### src/rtl/stack_alu_pkg.sv
// Shared definitions for stack_alu: 4-bit opcodes, error codes, FSM states.
// Latency: n/a (definitions only).
// Backpressure: n/a.
package stack_alu_pkg;

   localparam logic [3:0] OP_NOP  = 4'd0;
   localparam logic [3:0] OP_LIT  = 4'd1;
   localparam logic [3:0] OP_DUP  = 4'd2;
   localparam logic [3:0] OP_DROP = 4'd3;
   localparam logic [3:0] OP_SWAP = 4'd4;
   localparam logic [3:0] OP_OVER = 4'd5;
   localparam logic [3:0] OP_ADD  = 4'd6;
   localparam logic [3:0] OP_SUB  = 4'd7;
   localparam logic [3:0] OP_AND  = 4'd8;
   localparam logic [3:0] OP_OR   = 4'd9;
   localparam logic [3:0] OP_XOR  = 4'd10;

   typedef enum logic [1:0] {
      ERR_NONE  = 2'd0,
      ERR_UNDER = 2'd1,
      ERR_OVER  = 2'd2,
      ERR_BADOP = 2'd3
   } err_e;

   typedef enum logic {
      ST_RUN  = 1'b0,
      ST_FILL = 1'b1
   } state_e;

endpackage

### src/rtl/stack_alu_if.sv
// Command channel into stack_alu: opcode plus literal, valid/ready handshake.
// Latency: n/a (wires only).
// Backpressure: op_ready from the slave gates acceptance; master holds op/imm while op_valid is high.
// Signals: op_valid, op, imm (master -> slave); op_ready (slave -> master).
interface stack_alu_if #(
   parameter int WIDTH = 32
) ();
   logic             op_valid;
   logic             op_ready;
   logic [3:0]       op;
   logic [WIDTH-1:0] imm;

   modport master (output op_valid, output op, output imm, input  op_ready);
   modport slave  (input  op_valid, input  op, input  imm, output op_ready);
endinterface

### src/rtl/stack_alu_fn.sv
// Combinational binary function unit: y = a op b for ADD/SUB/AND/OR/XOR, modulo 2^WIDTH.
// Latency: 0 cycles (pure combinational).
// Backpressure: none.
// Ports: op (opcode), a (second item, N), b (top item, T), y (result; 0 for non-ALU opcodes).
module stack_alu_fn
   import stack_alu_pkg::*;
#(
   parameter int WIDTH = 32
) (
   input  logic [3:0]       op,
   input  logic [WIDTH-1:0] a,
   input  logic [WIDTH-1:0] b,
   output logic [WIDTH-1:0] y
);

   always_comb begin
      y = '0;
      case (op)
         OP_ADD:  y = a + b;
         OP_SUB:  y = a - b;
         OP_AND:  y = a & b;
         OP_OR:   y = a | b;
         OP_XOR:  y = a ^ b;
         default: y = '0;
      endcase
   end

endmodule

### src/rtl/stack_alu.sv
// Forth-style T/N register stage that spills N to and refills N from an attached stack memory.
// Latency: results visible the cycle after acceptance; refilling pops add one FILL cycle.
// Backpressure: op_ready drops for exactly one cycle while N is refilled from q.
// Ports: clk, reset (async active-low); cmd (op/imm handshake); tos/nos/depth/err/err_code status;
//        push/pop/d to the stack and q back from it (q valid the cycle after pop).
module stack_alu
   import stack_alu_pkg::*;
#(
   parameter int WIDTH = 32,
   parameter int DEPTH = 16,
   localparam int CNT_W = $clog2(DEPTH + 3)
) (
   input  logic             clk,
   input  logic             reset,
   stack_alu_if.slave       cmd,
   output logic [WIDTH-1:0] tos,
   output logic [WIDTH-1:0] nos,
   output logic [CNT_W-1:0] depth,
   output logic             err,
   output logic [1:0]       err_code,
   output logic             push,
   output logic             pop,
   output logic [WIDTH-1:0] d,
   input  logic [WIDTH-1:0] q
);

   localparam logic [CNT_W-1:0] FULL = CNT_W'(DEPTH + 2);
   localparam logic [CNT_W-1:0] TWO  = CNT_W'(2);

   state_e           state;
   err_e             code;
   logic             is_push;
   logic             is_pop;
   logic [1:0]       need;
   logic             bad;
   logic             accept;
   logic             op_err;
   logic             exec;
   logic [WIDTH-1:0] fn_y;

   stack_alu_fn #(.WIDTH(WIDTH)) u_fn (
      .op (cmd.op),
      .a  (nos),
      .b  (tos),
      .y  (fn_y)
   );

   // Classify the opcode and work out whether executing it now would fault.
   always_comb begin
      is_push = 1'b0;
      is_pop  = 1'b0;
      need    = 2'd0;
      bad     = 1'b0;
      case (cmd.op)
         OP_NOP:                                 ;
         OP_LIT, OP_DUP:                         is_push = 1'b1;
         OP_OVER: begin                          is_push = 1'b1; need = 2'd2; end
         OP_DROP: begin                          is_pop  = 1'b1; need = 2'd1; end
         OP_ADD, OP_SUB, OP_AND, OP_OR, OP_XOR: begin is_pop = 1'b1; need = 2'd2; end
         OP_SWAP:                                need    = 2'd2;
         default:                                bad     = 1'b1;
      endcase
      code = ERR_NONE;
      if (bad)                                code = ERR_BADOP;
      else if (depth < CNT_W'(need))          code = ERR_UNDER;
      else if (is_push && (depth == FULL))    code = ERR_OVER;
   end

   assign cmd.op_ready = (state == ST_RUN);
   assign accept       = cmd.op_valid & cmd.op_ready;
   assign op_err       = accept & (code != ERR_NONE);
   assign exec         = accept & ~op_err;

   // The stack samples these on the same edge the op commits. Gated by reset so the
   // memory sees no traffic while held in reset. Pop only when memory is non-empty (depth > 2).
   assign push = reset & exec & is_push & (depth >= TWO);
   assign pop  = reset & exec & is_pop  & (depth >  TWO);
   assign d    = nos;

   always_ff @(posedge clk or negedge reset) begin
      if (!reset) begin
         state    <= ST_RUN;
         tos      <= '0;
         nos      <= '0;
         depth    <= '0;
         err      <= 1'b0;
         err_code <= ERR_NONE;
      end else begin
         case (state)
            ST_FILL: begin
               nos   <= q;
               state <= ST_RUN;
            end
            default: begin
               if (op_err) begin
                  // First error is kept until reset.
                  if (!err) begin
                     err      <= 1'b1;
                     err_code <= code;
                  end
               end else if (exec) begin
                  case (cmd.op)
                     OP_LIT: begin
                        nos   <= tos;
                        tos   <= cmd.imm;
                        depth <= depth + CNT_W'(1);
                     end
                     OP_DUP: begin
                        nos   <= tos;
                        depth <= depth + CNT_W'(1);
                     end
                     OP_OVER: begin
                        tos   <= nos;
                        nos   <= tos;
                        depth <= depth + CNT_W'(1);
                     end
                     OP_SWAP: begin
                        tos <= nos;
                        nos <= tos;
                     end
                     OP_DROP, OP_ADD, OP_SUB, OP_AND, OP_OR, OP_XOR: begin
                        tos   <= (cmd.op == OP_DROP) ? nos : fn_y;
                        depth <= depth - CNT_W'(1);
                        // N comes back from memory next cycle, or reads 0 once depth falls below 2.
                        if (depth > TWO) state <= ST_FILL;
                        else             nos   <= '0;
                     end
                     default: ;
                  endcase
               end
            end
         endcase
      end
   end

endmodule

### src/flat_wrapper.sv
// flat-port wrapper written by rule: the top's interface ports become plain ports
module stack_alu_flat import stack_alu_pkg::*;
#(
   parameter int WIDTH = 32,
   parameter int DEPTH = 16,
   localparam int CNT_W = $clog2(DEPTH + 3)
)
  (clk, reset, tos, nos, depth, err, err_code, push, pop, d, q, cmd_op_valid, cmd_op, cmd_imm, cmd_op_ready);
  stack_alu_if #(.WIDTH(WIDTH)) cmd_i ();
  input  logic clk;
  input  logic reset;
  output logic [WIDTH-1:0] tos;
  output logic [WIDTH-1:0] nos;
  output logic [CNT_W-1:0] depth;
  output logic err;
  output logic [1:0] err_code;
  output logic push;
  output logic pop;
  output logic [WIDTH-1:0] d;
  input  logic [WIDTH-1:0] q;
  input wire logic [$bits(cmd_i.op_valid)-1:0] cmd_op_valid;
  input wire logic [$bits(cmd_i.op)-1:0] cmd_op;
  input wire logic [$bits(cmd_i.imm)-1:0] cmd_imm;
  output wire logic [$bits(cmd_i.op_ready)-1:0] cmd_op_ready;
  assign cmd_i.op_valid = cmd_op_valid;
  assign cmd_i.op = cmd_op;
  assign cmd_i.imm = cmd_imm;
  assign cmd_op_ready = cmd_i.op_ready;
  stack_alu #(.WIDTH(WIDTH), .DEPTH(DEPTH)) u_core (.clk(clk), .reset(reset), .cmd(cmd_i), .tos(tos), .nos(nos), .depth(depth), .err(err), .err_code(err_code), .push(push), .pop(pop), .d(d), .q(q));
endmodule
### config.mk
export PLATFORM = sky130hd
export DESIGN_NAME = stack_alu_flat
export DESIGN_NICKNAME = d
export VERILOG_FILES = /design/src/rtl/stack_alu_pkg.sv /design/src/rtl/stack_alu_if.sv /design/src/rtl/stack_alu_fn.sv /design/src/rtl/stack_alu.sv /design/src/flat_wrapper.sv
export SDC_FILE = /design/constraint.sdc
export NUM_CORES = 1
export LEC_CHECK = 0
export BUFFER_PORTS_ARGS = -buffer_cell sky130_fd_sc_hd__buf_2
export CORE_ASPECT_RATIO = 1.25
export CORE_MARGIN = 2
export CORE_UTILIZATION = 40
export CTS_BUF_LIST = sky130_fd_sc_hd__clkbuf_4 sky130_fd_sc_hd__clkbuf_8
export DETAILED_ROUTE_END_ITERATION = 10
export PLACE_DENSITY = 0.71
export SYNTH_ARGS = -nofsm -noshare
export SYNTH_HDL_FRONTEND = slang
export SYNTH_HIERARCHICAL = 1
export SYNTH_SLANG_ARGS = --single-unit
### constraint.sdc
create_clock -name clk -period 6.9 [get_ports clk]
set_clock_uncertainty 0.15 [all_clocks]
set_input_delay 0.345 -clock clk [delete_from_list [all_inputs] [get_ports clk]]
set_output_delay 0.345 -clock clk [all_outputs]
set_load 0.02 [all_outputs]
## Word-level counts from Yosys, hierarchy flattened

Cells that the tools add are included.
W data, S select, Z words.

| word-level totals | value |
|---|---|
| register bits | 73 |
| latch bits | 0 |
| RAM bits | 0 |
| ROM bits | 0 |
| input bits | 71 |
| memories | 0 |

| operators by class | value |
|---|---|
| add/sub/neg operators | 4 |
| multipliers | 0 |
| div/mod/pow operators | 0 |
| order comparisons | 3 |
| equal/unequal tests | 13 |
| shift operators | 0 |
| multiplexer cells | 20 |
| bitwise logic cells | 14 |
| reduce and logical (&&, ||, !) cells | 18 |

Operator list:

| cell | number |
|---|---|
| $mux W32 | 5 |
| $pmux W32 S5 | 1 |
| $pmux W32 S3 | 1 |
| $pmux W32 S2 | 1 |
| $add A32 B32 Y32 | 1 |
| $and A32 B32 Y32 | 1 |
| $or A32 B32 Y32 | 1 |
| $sub A32 B32 Y32 | 1 |
| $xor A32 B32 Y32 | 1 |
| $eq A4 B3 Y1 const B | 4 |
| $eq A4 B4 Y1 const B | 3 |
| $reduce_and A4 Y1 | 3 |
| $reduce_or A11 Y1 | 1 |
| $pmux W5 S2 | 1 |
| $and A1 B1 Y1 | 8 |
| $eq A4 B2 Y1 const B | 2 |
| $mux W1 | 7 |
| $reduce_or A7 Y1 | 1 |
| $mux W2 | 3 |
| $reduce_bool A2 Y1 | 3 |
| $reduce_bool A3 Y1 | 2 |
| $reduce_or A6 Y1 | 1 |
| $add A5 B1 Y5 const B | 1 |
| $eq A5 B5 Y1 const B | 1 |
| other kinds (16) | 18 |

## Longest topological paths before layout

Gate-level depths: netlist of the first run.

| logic depth | value |
|---|---|
| word-level depth | 14 |
| mapped depth | 18 |
| gate-level depth less buffers | 18 |

## By module

The synthesis of the first run kept the hierarchy.

Modules (own cells, without submodules):

| module | times used | cells each | area each (um^2) | seq. area each (um^2) |
|---|---|---|---|---|
| stack_alu | 1 | 366 | 3900.0 | 1826.8 |
| stack_alu_fn | 1 | 528 | 3885.0 | 0.0 |

## Least setup slack after synthesis of the first run

No wires, ideal clock.

| path | value |
|---|---|
| kind | register to register |
| from | reg u_core.tos[14] |
| to | reg u_core.tos[31] |
| library setup time | 0.131 ns |
| data arrival time | 4.657 ns |
| required time | 6.619 ns |
| setup slack | 1.963 ns |
| cell stages (with the launch flop) | 17 |
| buffers on the path | 0 |
| period minus slack after synthesis | 4.937 ns |
| cell sequence | dfrtp_1 > or4_4 > nand4b_4 > or3_4 > or4_4 > o31ai_1 > xnor2_1 > ha_1 > and3_1 > a221o_1 > a31o_2 > or2_2 > o31ai_1 > xnor2_1 > o221ai_1 > a222oi_1 > o21ai_0 |

| between the ends | value |
|---|---|
| cells in the longest elaborated chain, start to end | 4 |

RTL lines:

| element | RTL line | text |
|---|---|---|
| from (decl) | stack_alu.sv:16 | `output logic [WIDTH-1:0] tos,` |
| from (signal assigned) | stack_alu.sv:105 | `tos <= cmd.imm;` |
| from (signal assigned) | stack_alu.sv:113 | `tos <= nos;` |
| from (signal assigned) | stack_alu.sv:118 | `tos <= nos;` |
| $sub A32 B32 Y32 or $add A32 B32 Y32 (tied branches) | stack_alu_fn.sv:20, stack_alu_fn.sv:19 |  |
| $pmux W32 S5 (*) | stack_alu_fn.sv:18 | `case (op)` |
| net u_core.fn_y[31] | stack_alu.sv:39 | `logic [WIDTH-1:0] fn_y;` |
| $mux W32 (*) | stack_alu.sv:122 | `tos <= (cmd.op == OP_DROP) ? nos : fn_y;` |
| $pmux W32 S3 (*) | stack_alu.sv:102 | `case (cmd.op)` |

The timed path passes the listed nets; every way through them passes the cells marked *.
A chain may end at the register's enable or synchronous reset.

## Worst setup path in the final report of the first run

| path | value |
|---|---|
| from | reg u_core.tos[4] |
| to | reg u_core.tos[31] |

The elaborated chain is that of the path after synthesis.

==> metrics.yaml, run 1 <==
drtIter0Drc: 571
synth_top_family_by_area: "compound AO/OA/AOI/OAI gates"
startpoint: "u_core/tos[4]$_DFFE_PN0P_"
cp_num_buf_inv: 1
p_leak_nw: 4.47
ys_warn_count: 6
outcome: "completed"
min_from: "q[28]"
synth.top_cell.area_share_pct: 23.5
cts_htree_levels: 3
antenna_found_initial: 1
totalWireLength_mm: 22.9
synth_edf_count: 0
syn_nets: 1067
netlist_top_cells_area: "dfrtp_1, ha_1, xnor2_1, a21o_1, a222oi_1"
p_per_area_nw_per_um2: 501
critPathSlowestCell: "or4_1"
io_pins: 178
finalSetupViolations: 0
finalNonFillerCells: 1251
clk_pin_slew_ns: 0.08
fin_util_pct: 45.7
yosysTopAreaCell: "dfrtp_1"
timing.final.crit_share_pct: 76.8
slew_headroom_pct: 25.8
synthFlopType: "dfrtp_1"
ir_worst_vdd_mv: 0.226
wl_per_cell_um: 18.3
crit_fanout: 7
vias_per_cell: 5.90
avgSynthCellArea_um2: 8.71
root_buffer: "clkbuf_8"
post-dp-hpwl_mm: 16.4
post-route-drc-count: 0
synth_cells: 894
syn2layout_area_growth_pct: 13.0
gp_congestion: 0.919
die-area_um2: 20600
arrival_ns: 5.41
rows: 57
reg2reg_from: "u_core/tos[4]$_DFFE_PN0P_"
clock_latency_ns: 0.39
crit_chain: "or4_1 > nor2_1 > nand3_1 > nor4_1 > inv_1 > o21ai_0 > xnor2_1 > ha_1 > and3_1 > a221o_1 > a31o_2 > or2_2 > o31ai_1 > xnor2_1 > o221ai_1 > a222oi_1 > o21ai_0"
p_sw_mw: 2.38
grt_max_degree: 65
maxCapViolations: 0
first_global_vias: 7306
dp.cells: 1234
synth_mux_area_share_pct: 0.546
yosysUniqueCellTypes: 76
cts_sinks: 73
max_stage_delay_ns: 0.63
ys_ff_latch: 73
rsz0062_at_grt: "no"
post_cts_resized: 0
die_h_um: 160
criticalPathCategory: "flop to flop"
finalSetupTns_ns: 0
internal_power_mw: 2.03
startpoint_type: "flop"
worst_pin_slew_ns: 1.11
cts_buffers: 9
post_cts.repair.setup_buffers: 0
p_clk_share_pct: 7.6
synth_simple_gate_area_share_pct: 10.5
core_area_um2: 19300
dr.pass1.iters: 6
cts_tree: "done"
grt_overflow: 0
port_buffers: 177
hold_viol: 0
fmax_mhz: 189
hold_class: "primary input to flop"
yosysMostFrequentCell: "ha_1"
synthAdderAreaFrac_pct: 16.6
synthXorXnorAreaFrac_pct: 7.31
seq_area_frac_synth_pct: 23.5
start_util_pct: 40.4
cp.required_ns: 7.01
ys_async_sr_fraction_pct: 100
ctsHoldBuffers: 1
ant_nets: 0
sw_frac_of_total_pct: 53.9
diodes: 0
end_kind: "flop"
synthTopCellsByCount: "ha_1, inv_1, dfrtp_1"
drive_gt1_share_pct: 22.2
slew_violations: 0
power_frac_comb_pct: 69.7
netlist_area_um2: 7780
synth_compound_area_share_pct: 31.8
cp_top_family: "simple AND/OR/NAND/NOR gates"
reg2reg_slack_ns: 1.60
route.vias.total: 7384
cts_buffer_depth: 2
grt_first_pass_wirelength_mm: 36.9
globalRouteTotalUtil_pct: 22.3
dieWidth_um: 129
min_period_ns: 5.30
power_frac_seq_pct: 22.8
nets: 1183
## cell usage in the layout, fill, tap and decap left out, drive strengths merged, types with 13 or more instances in the layout
master | netlist | final
a22oi | 24 | 24
xnor2 | 46 | 46
a21o | 46 | 46
a21oi | 42 | 42
nor2 | 34 | 34
ha | 100 | 100
o221ai | 24 | 24
clkbuf | 33 | 13
xor2 | 19 | 19
buf | 48 | 185
inv | 77 | 77
dfrtp | 73 | 73
a22o | 32 | 32
nand2 | 63 | 63
o21ai | 66 | 66
a222oi | 32 | 32
## area by class of cell
cell class / count / area [µm²]
inverters: 77 / 289
repair buffers: 186 / 958
flip-flops and latches: 73 / 1830
clock buffers: 13 / 166
fillers: 1962 / 10500
well taps: 236 / 295
multi-input cells: 663 / 5250
clock inverters: 3 / 15.0
## worst min-delay path, cell delays in order
cell and delay, ns:
buf_2 0.07, a22o_1 0.12, a21o_1 0.07
## state kept, by name (all words and copies together), names as in the netlist
name / cells
u_core/depth: 5
u_core/err: 1
u_core/err_code: 2
u_core/state: 1
u_core/d: 32
u_core/tos: 32
## power groups by stage
| stage | logic [mW] | clock network (mW) | registers, mW |
|---|---|---|---|
| 2_1_floorplan | 2.17 | 0 | 1.15 |
| 4_1_cts | 3.07 | 0.346 | 1.01 |
| 3_5_place_dp | 3.05 | 0 | 1.02 |
| 6_report | 3.07 | 0.333 | 1.00 |
| 3_3_place_gp | 3.00 | 0 | 1.00 |
| 5_1_grt | 3.41 | 0.363 | 1.06 |
## stage by stage
stage	hold slack [ns]	total power [mW]	cell area [µm²]	setup WS, ns
after CTS	0.0861	4.43	8800	1.63
after global placement	0.213	4.00	8610	1.72
after detailed placement	0.218	4.07	8610	1.65
after global routing	0.106	4.83	8800	1.19
after floorplan	-0.101	3.32	7780	1.96
final	0.105	4.41	8800	1.60
## path summary, 6_finish.rpt
| check | endpoint | cells after the start |
|---|---|---|
| setup / recovery | u_core/tos[31]$_DFFE_PN0P_ | 17 |
| hold / removal | u_core/d[28]$_DFFE_PN0P_ | 3 |
| setup reg to reg | u_core/tos[31]$_DFFE_PN0P_ | 17 |
| hold reg to reg | u_core/err_code[1]$_DFFE_PN0P_ | 2 |
| max in group asynchronous | u_core/tos[10]$_DFFE_PN0P_ | 3 |
| min in group asynchronous | u_core/d[30]$_DFFE_PN0P_ | 2 |
## cells by family after synthesis
| logic type | after synthesis |
|---|---|
| AOI/OAI and AO/OA | 334 |
| buffers and inverters | 158 |
| and+or+nand+nor | 158 |
| adders and majority gates | 102 |
| DFF | 73 |
| xor gates and xnor gates | 65 |
| muxes | 4 |
## layer usage
| metal | global-route usage [%] | wire (µm) | up-vias |
|---|---|---|---|
| met4 | 7.71 | 419 | 2 |
| li1 | - | - | 3540 |
| met1 | 27.6 | 9930 | 3600 |
| met5 | 0 | 7 | - |
| met3 | 3.32 | 1120 | 27 |
| met2 | 39.0 | 11400 | 215 |
Note: power is estimated with default switching activity, not from simulation.
==> run 2, diff against run 1 <==
ABC_AREA = 1   (was unset)
PLACE_DENSITY = 0.72   (was 0.71)
clock period = 4.6 ns   (was 6.9 ns; I/O delays follow)
==> run 2 against run 1 <==
Worst setup slack worse by 1.1 ns. Synthesized cell count up 89%. Flip-flop and latch count unchanged. Routed wire length up 60%. Final cell count up 73%. Clock-buffer cell count down 4. Critical path depth up 6. Fmax up 28%. First-iteration DRC count up 130%. Non-clock buffer count up 33. Clock power up 59%. Sequential share of layout area down 4.5 points. Critical endpoint is now u_core/tos[24]$_DFFE_PN0P_.
==> metrics.yaml, run 2 <==
grt_overflow: 0  # unchanged
syn2layout_area_growth_pct: 13.5
cts_tree: "done"
rsz0062_at_grt: "no"
reg2reg_slack_ns: 0.46  # -1.15 ns
cp_common_cell: "nand2_1"
drtIter0Drc: 1295  # +130%
cp.required_ns: 4.78  # -2.23 ns
drive_gt1_share_pct: 13.4  # -8.8 points
die-area_um2: 26100  # +27%
hold_class: "primary input to flop"
start_util_pct: 40.6  # +0.18 points
startpoint_type: "flop"
setup_ws_ns: 0.456  # -1.15 ns
seq_area_frac_synth_pct: 18.4  # -5.0 points
antenna_found_initial: 0  # -1
netlist_top_cells_area: "nand2_1, dfrtp_1, ha_1, nand3_1, inv_1"
ys_async_sr_fraction_pct: 100  # unchanged
arrival_ns: 4.33  # -1.08 ns
place_ws_ns: 0.548  # -1.10 ns
slew_headroom_pct: 22.8  # -2.9 points
cts_buffer_depth: 2  # unchanged
cts_sinks: 73  # unchanged
syn_nets: 1867  # +75%
fmax_mhz: 241  # +28%
synthTopCellsByCount: "nand2_1, nand3_1, inv_1"
crit_fanout: 6  # -1
layout_commonest_cell: "nand2_1"
post-route-drc-count: 0  # unchanged
vias_per_cell: 5.38  # -8.9%
rows: 64  # +12%
criticalPathCategory: "flop to flop"
synth_cells: 1694  # +89%
synth.top_cell.area_share_pct: 26.0  # +2.6 points
worst_pin_slew_ns: 1.15  # +0.0403 ns
synthAdderAreaFrac_pct: 13.0  # -3.6 points
crit_chain: "inv_1 > ha_1 > nand3_1 > nor2_2 > nand2_2 > o21ai_1 > nand2_1 > xor2_1 > ha_1 > nand2_1 > nor2_1 > inv_1 > nor3_1 > nand3_1 > nand4_1 > nand3_1 > nand2_1 > nand2_1 > nand2_1 > nand2_1 > nand3_1 > nand3_1 > nand2_1"
p_leak_nw: 6.50  # +45%
final_cell_mix: "nand2_1, nand3_1, inv_1"
diodes: 0  # unchanged
root_buffer: "clkbuf_8"
synth_compound_area_share_pct: 8.57  # -23 points
p_per_area_nw_per_um2: 656  # +31%
clk_pin_slew_ns: 0.08  # about the same
dieWidth_um: 145  # +12%
yosysTopAreaCell: "nand2_1"
synth_top_family_by_area: "simple AND/OR/NAND/NOR gates"
netlist_area_um2: 9920  # +27%
ys_ff_latch: 73  # unchanged
synth_edf_count: 0  # unchanged
maxCapViolations: 0  # unchanged
hold_viol: 0  # unchanged
nFillCells: 2538  # +29%
post-dp-hpwl_mm: 28.1  # +71%
globalRouteTotalUtil_pct: 28.0  # +5.8 points
fin_util_pct: 46.1  # +0.39 points
ys_warn_count: 6  # unchanged
ir_worst_vdd_mv: 0.423  # +87%
max_stage_delay_ns: 0.46  # -0.17 ns
io_pins: 178  # unchanged
met2_usage_pct: 42.6  # +3.7 points
finalSetupViolations: 0  # unchanged
synth_simple_gate_area_share_pct: 44.7  # +34 points
finalSetupTns_ns: 0  # unchanged
port_buffers: 177  # unchanged
grt_max_degree: 65  # unchanged
gp_congestion: 0.996  # +8.4%
cts_htree_levels: 3  # unchanged
hold_slack_ns: 0.0106  # -0.0939 ns
synth_mux_area_share_pct: 0  # -0.55 points
totalWireLength_mm: 36.7  # +60%
clock_latency_ns: 0.39  # about the same
ant_nets: 0  # unchanged
timing.final.crit_share_pct: 90.1  # +13 points
critPathSlowestCell: "dfrtp_1"
end_kind: "flop"
slew_violations: 0  # unchanged
dr.pass1.iters: 6  # unchanged
wl_per_cell_um: 17.0  # -7.4%
first_global_vias: 10600  # +45%
nets: 2000  # +69%
synthFlopType: "dfrtp_1"
route.vias.total: 11600  # +58%
synthXorXnorAreaFrac_pct: 2.65  # -4.7 points
die_h_um: 180  # +13%
top_usage_layer: "met2"
yosysUniqueCellTypes: 37  # -51%
yosysMostFrequentCell: "nand2_1"
min_period_ns: 4.14  # -1.15 ns
use_met3_pct: 4.70  # +1.4 points
avgSynthCellArea_um2: 5.85  # -33%
cts_buffers: 9  # unchanged
grt_first_pass_wirelength_mm: 57.5  # +56%
core_area_um2: 24400  # +27%
outcome: "completed"
fin_total_pwr_mw: 7.39  # +68%
met1_usage_pct: 39.2  # +12 points
run 2: cell count changes in the layout (fill, tap and decap cells not counted), sizes merged, moves of 32 or more:
cell and delta:
a22o -32, nor2 +93, a21o -44, nand2 +632, nand3 +196, a222oi -32
xnor2 -46, inv +111
run 2: final timing paths:
check / startpoint / endpoint / depth (start not counted)
worst min-delay path: q[11] / u_core/d[11]$_DFFE_PN0P_ / 5
worst max-delay path: u_core/tos[0]$_DFFE_PN0P_ / u_core/tos[24]$_DFFE_PN0P_ / 23
max in group asynchronous: reset / u_core/tos[19]$_DFFE_PN0P_ / 3
worst min register to register: u_core/err_code[0]$_DFFE_PN0P_ / u_core/err_code[0]$_DFFE_PN0P_ / 2
worst max register to register: u_core/tos[0]$_DFFE_PN0P_ / u_core/tos[24]$_DFFE_PN0P_ / 23
min in group asynchronous: reset / u_core/d[1]$_DFFE_PN0P_ / 2
run 2: cell families (layout without fill, tap and decap cells):
kind of cell,after synthesis,in the layout
buf+inv,285,423
fa+ha+maj,102,102
xor+xnor,30,30
simple gates,1067,1067
flops,73,73
compound gates,137,137
run 2: stage by stage:
step                area [µm²]  instances
floorplan                 9920       1694
global placement         10900       2126
detailed placement       10900       2126
CTS                      11300       2162
global route             11300       2162
finish                   11300       2162
run 2: what timing repair did:
action / CTS / global route
endpoints found under the setup margin: 0 / 0
buffers inserted: 0 / 0
endpoints found under the hold margin: 57 / 0
resized for setup: 0 / 0
hold buffers: 20 / 0
run 2: where the power goes:
group          leakage, nW  switching (mW)  internal (mW)  total (mW)
Combinational         5.43            3.52           1.74        5.26
Sequential           0.959           0.704          0.896        1.60
Clock                0.103           0.280          0.250       0.530
Total                 6.50            4.51           2.88        7.39
run 2: area by class of cell:
class | count | area (µm²) | share of cell area (%)
multi-input combinational | 1336 | 6860 | 61.0
sequential | 73 | 1830 | 16.2
timing repair buffer | 219 | 1250 | 11.1
inverter | 188 | 706 | 6.27
tap | 330 | 413 | 3.67
clock buffer | 9 | 124 | 1.10
clock inverter | 7 | 71.3 | 0.634
run 2: worst max-delay path: cells and delay by family (launching register included):
| family | cells | cell delay [ns] |
|---|---|---|
| XOR/XNOR | 1 | 0.17 |
| adder cells (fa/ha/maj) | 2 | 0.58 |
| AO/OA/AOI/OAI | 1 | 0.22 |
| buffers and inverters | 2 | 0.25 |
| AND/OR/NAND/NOR | 17 | 2.28 |
| flip-flops | 1 | 0.46 |
run 2: metal layers:
layer,up-vias,wire length (µm),share of wire [%]
li1,5638,-,-
met1,5287,15400,42
met2,631,16300,45
met3,74,3540,9.7
met4,0,1390,3.8
met5,-,0,0
